## src/rtl/seq_detector_param_if.sv

```systemverilog
// Serial-stream bus for the parametrised pattern detector: qualified data and pattern
// load in, Mealy match flag and saturating match statistics out.
interface seq_detector_param_if #(
    parameter int N     = 3,
    parameter int CNT_W = 8
);
    logic             x;
    logic             x_valid;
    logic [N-1:0]     pattern;
    logic             pat_load;
    logic             overlap;
    logic             y;
    logic [CNT_W-1:0] match_count;
    logic             count_sat;

    modport master (
        output x, x_valid, pattern, pat_load, overlap,
        input  y, match_count, count_sat
    );

    modport slave (
        input  x, x_valid, pattern, pat_load, overlap,
        output y, match_count, count_sat
    );
endinterface

```

## src/rtl/seq_detector_param.sv

```systemverilog
// Programmable N-bit serial pattern detector with a same-cycle Mealy match flag,
// overlap/non-overlap restart, runtime pattern load and a saturating match counter.
module seq_detector_param #(
    parameter int N     = 3,
    parameter int CNT_W = 8
) (
    input  logic                 clk,
    input  logic                 rst_n,
    seq_detector_param_if.slave  bus
);
    localparam int FILL_W = $clog2(N);
    localparam logic [FILL_W-1:0] FILL_FULL = FILL_W'(N - 1);

    logic [N-2:0]     hist, hist_next;
    logic [FILL_W-1:0] fill, fill_next;
    logic [N-1:0]     pat_reg;
    logic [N-1:0]     win;
    logic [CNT_W-1:0] cnt, cnt_next;
    logic             sat, sat_next;
    logic             match;

    function automatic logic [CNT_W-1:0] sat_inc(input logic [CNT_W-1:0] v);
        return (v == '1) ? v : v + 1'b1;
    endfunction

    // The newest bit completes the window combinationally so y lands on the final bit.
    assign win   = {hist, bus.x};
    assign match = rst_n & bus.x_valid & ~bus.pat_load
                 & (fill == FILL_FULL) & (win == pat_reg);

    assign bus.y           = match;
    assign bus.match_count = cnt;
    assign bus.count_sat   = sat;

    always_comb begin
        hist_next = hist;
        fill_next = fill;
        cnt_next  = cnt;
        sat_next  = sat;
        if (bus.pat_load) begin
            hist_next = '0;
            fill_next = '0;
            cnt_next  = '0;
            sat_next  = 1'b0;
        end else if (bus.x_valid) begin
            if (match && !bus.overlap) begin
                hist_next = '0;
                fill_next = '0;
            end else begin
                hist_next = win[N-2:0];
                if (fill != FILL_FULL) begin
                    fill_next = fill + 1'b1;
                end
            end
            if (match) begin
                cnt_next = sat_inc(cnt);
                sat_next = (sat_inc(cnt) == '1);
            end
        end
    end

    always_ff @(posedge clk) begin
        if (!rst_n) begin
            hist    <= '0;
            fill    <= '0;
            pat_reg <= '1;
            cnt     <= '0;
            sat     <= 1'b0;
        end else begin
            hist <= hist_next;
            fill <= fill_next;
            cnt  <= cnt_next;
            sat  <= sat_next;
            if (bus.pat_load) begin
                pat_reg <= bus.pattern;
            end
        end
    end
endmodule

```

## src/flat_wrapper.sv

```systemverilog
// flat-port wrapper written by rule: the top's interface ports become plain ports
module seq_detector_param_flat 
#(
    parameter int N     = 3,
    parameter int CNT_W = 8
)
  (clk, rst_n, bus_x, bus_x_valid, bus_pattern, bus_pat_load, bus_overlap, bus_y, bus_match_count, bus_count_sat);
  seq_detector_param_if #(.N(N), .CNT_W(CNT_W)) bus_i ();
  input  logic clk;
  input  logic rst_n;
  input wire logic [$bits(bus_i.x)-1:0] bus_x;
  input wire logic [$bits(bus_i.x_valid)-1:0] bus_x_valid;
  input wire logic [$bits(bus_i.pattern)-1:0] bus_pattern;
  input wire logic [$bits(bus_i.pat_load)-1:0] bus_pat_load;
  input wire logic [$bits(bus_i.overlap)-1:0] bus_overlap;
  output wire logic [$bits(bus_i.y)-1:0] bus_y;
  output wire logic [$bits(bus_i.match_count)-1:0] bus_match_count;
  output wire logic [$bits(bus_i.count_sat)-1:0] bus_count_sat;
  assign bus_i.x = bus_x;
  assign bus_i.x_valid = bus_x_valid;
  assign bus_i.pattern = bus_pattern;
  assign bus_i.pat_load = bus_pat_load;
  assign bus_i.overlap = bus_overlap;
  assign bus_y = bus_i.y;
  assign bus_match_count = bus_i.match_count;
  assign bus_count_sat = bus_i.count_sat;
  seq_detector_param #(.N(N), .CNT_W(CNT_W)) u_core (.clk(clk), .rst_n(rst_n), .bus(bus_i));
endmodule
```

## config.mk

```make
export PLATFORM = sky130hd
export DESIGN_NAME = seq_detector_param_flat
export DESIGN_NICKNAME = d
export VERILOG_FILES = /design/src/rtl/seq_detector_param_if.sv /design/src/rtl/seq_detector_param.sv /design/src/flat_wrapper.sv
export SDC_FILE = /design/constraint.sdc
export NUM_CORES = 1
export LEC_CHECK = 0
export BUFFER_PORTS_ARGS = -buffer_cell sky130_fd_sc_hd__clkbuf_2
export CORE_MARGIN = 2
export CORE_UTILIZATION = 38
export DETAILED_ROUTE_END_ITERATION = 10
export GPL_TIMING_DRIVEN = 1
export PLACE_DENSITY = 0.62
export SLEW_MARGIN = 20
export SYNTH_ARGS = -nofsm -noshare
export SYNTH_HDL_FRONTEND = slang
export SYNTH_SLANG_ARGS = --single-unit
```

## constraint.sdc

```tcl
create_clock -name clk -period 2.42 [get_ports clk]
set_input_delay 0.121 -clock clk [delete_from_list [all_inputs] [get_ports clk]]
set_output_delay 0.121 -clock clk [all_outputs]
set_load 0.02 [all_outputs]
```

==> flow_summary_export.csv <==
group,metric,value,unit
outcome,outcome,"completed",
sta,setup_ws,0.383,ns
finish,nets,127,
floorplanning,die_w,51.1,µm
yosys,syn_nets,107,
job,cap_violations,0,
sta,clock.fmax,491,MHz
power,p_per_area,490,mW/mm²
setup_path,start_kind,"flop",
grt,top_usage_layer,"met2",
routing,drtPass1Iterations,4,
finish,instances_no_fill,143,
setup_path,crit_type,"flop to output pin",
sta,finalSetupViolCount,0,
sta,maxSlewHeadroom,62.2,%
sta,grt_setup_unrepaired,"false",
grt,grtUsageTotal,14.6,%
routing,wl_per_cell,12.4,µm
grt,grtUsageMet1,17.6,%
sta,clock-skew-final,0.00270,ns
floorplanning,core_area,0.00215,mm²
power,p_leak,0.379,nW
clock_network,clock_sinks,16,
finish,drive_above_1_share,21.7,%
routing,drc,0,
routing,num_vias,803,
floorplanning,fp.dieH,51.1,µm
yosys,synth_area_per_cell,8.78,µm²
grt,grt_max_degree,16,
clock_network,cts-buffers-inserted,3,
sta,slew_violations,0,
routing,drt_wl_total,1.78,mm
clock_network,ctsHoldBuffers,0,
clock_network,clockRootBuffer,"clkbuf_4",
clock_network,clk_path_buf_depth,2,
finish,area_delta_synth_final,17.2,%
yosys,async_reset_ff_share,0,%
floorplanning,rows,17,
sta,hold_violations,0,
place,dpl.cell_count,139,
sta,fin_hold_ws,0.0414,ns
place,portBuffers,18,
yosys,synth.most_common_cell,"dfxtp_1",
place,routabilityCongestion,0.759,
grt,antenna_found_initial,0,
sta,tns,0,ns
yosys,synthTopCellsByArea,"dfxtp_1, mux2i_1, a21oi_1, o211ai_1, xnor2_1",
yosys,yosys_warnings,0,
setup_path,critical_path_buf_inv_count,3,
finish,largest_reg_flops,8,
yosys,yosysTopAreaCell,"dfxtp_1",
finish,n_fill_cell,232,
setup_path,critPathCaptureType,"output pin",
sta,timing.final.crit_share,84.2,%
routing,drt-initial-drc-count,11,
clock_network,ctsResizeCount,0,
grt,grt_pass1_vias,658,
grt,globalRouteMet3Util,4.68,%
setup_path,cpMaxStageDelayCell,"dfxtp_1",
clock_network,clk_pin_slew,0.10,ns
yosys,netlist_area,843,µm²
yosys,ys_seq_area_share,38.0,%
sta,period_minus_slack,2.04,ns
yosys,synth.distinct_cells,38,
routing,viasPerCell,5.62,
grt,grt.met2_usage,24.5,%
clock_network,cts_setup_buffers,0,
grt,grt_first_pass_wirelength,2.90,mm
place,dp_slack,0.471,ns
yosys,synth_commonest_cells,"dfxtp_1, a21oi_1, nand2_1, nor2_1, mux2i_1",
floorplanning,die-area,0.00261,mm²
floorplanning,start_util,39.3,%
setup_path,cp_data_arrival_time,1.92,ns
clock_network,cts_tree,"built",
hold_path,min_path_type,"input port to flop",
yosys,synth-edff-count,0,
yosys,ys.flop_type,"dfxtp_1",
setup_path,critPathMaxStageDelay,0.34,ns
clock_network,insertion_delay,0.29,ns
power,irDropWorstVdd,385,µV
routing,ant_nets,0,
finish,diodes,0,
place,hpwlAfterDp,1.32,mm
setup_path,crit_family,"buffers and inverters",
yosys,synth_top_area_share,38.0,%
yosys,synth-seq-cells,16,
yosys,synthCells,96,
setup_path,crit_fanout,15,
clock_network,h-tree-depth,1,
setup_path,worstPathRequired,2.30,ns
floorplanning,ios,19,
grt,overflow,0,
setup_path,ff2ff_setup_slack,0.46,ns
setup_path,crit_path_cell_trace,"inv_1 -> ha_1 -> and4b_1 -> nand4_2 -> inv_2 -> clkbuf_2",
sta,worst_pin_slew,0.567,ns
cells by family (layout without fill, tap and decap cells):
kind of cell | count (synthesis) | after routing | share of synthesized area [%]
XOR/XNOR | 3 | 3 | 3.12
adder cells (fa/ha/maj) | 2 | 2 | 2.97
multiplexers | 5 | 5 | 5.93
AO/OA/AOI/OAI | 29 | 29 | 22.4
buffers and inverters | 7 | 26 | 3.71
flip-flops | 16 | 16 | 38.0
AND/OR/NAND/NOR | 34 | 34 | 23.9
routing by layer:
metal	wire length, µm	up-vias
li1	-	407
met1	782	378
met2	902	18
met3	92	0
met4	0	0
met5	0	-
area by class of cell:
cell class | instances | area, µm² | area share, %
flip-flops and latches | 16 | 320 | 32.4
clock buffers | 4 | 36.3 | 3.67
multi-input cells | 73 | 492 | 49.7
repair buffers | 18 | 90.1 | 9.11
well taps | 28 | 35.0 | 3.54
inverters | 4 | 15.0 | 1.52
metrics by stage:
stage / total power [mW] / util [%] / area, µm²
after floorplan: 0.298 / - / 843
after global placement: 0.309 / 44.3 / 952
after detailed placement: 0.311 / 44.3 / 952
after CTS: 0.495 / 46.0 / 988
after global routing: 0.509 / 46.0 / 988
final: 0.484 / 46.0 / 988
worst reg2reg max path: stages (launching register included):
cell	delay (ns)
dfxtp_1	0.34
inv_1	0.06
ha_1	0.22
and4b_1	0.22
nand4_2	0.31
or4_1	0.60
a21oi_1	0.14
placed cells by master, fill, tap and decap left out, types with 4 or more instances in the layout:
cell type,Yosys,final
a21oi_1,9,9
clkbuf_2,0,18
dfxtp_1,16,16
mux2i_1,5,5
nand2_1,6,6
nor2_1,6,6
o211ai_1,4,4
o21ai_0,4,4
power breakdown:
part	internal, mW	switching, mW	leakage, nW
clock network	0.0917	0.0892	0.0210
logic	0.0156	0.0164	0.228
registers	0.268	0.00354	0.130
total	0.375	0.109	0.379
final timing paths:
kind,startpoint,to,depth (start not counted)
setup / recovery,u_core.fill[0]$_SDFFE_PP0P_,bus_y,6
hold / removal,bus_pattern[1],u_core.pat_reg[1]$_SDFFE_PN1P_,3
setup reg to reg,u_core.fill[0]$_SDFFE_PP0P_,u_core.bus.match_count[3]$_SDFFE_PP0P_,6
hold reg to reg,u_core.hist[1]$_SDFFE_PP0P_,u_core.hist[1]$_SDFFE_PP0P_,2
Note: power is estimated with default switching activity, not from simulation.
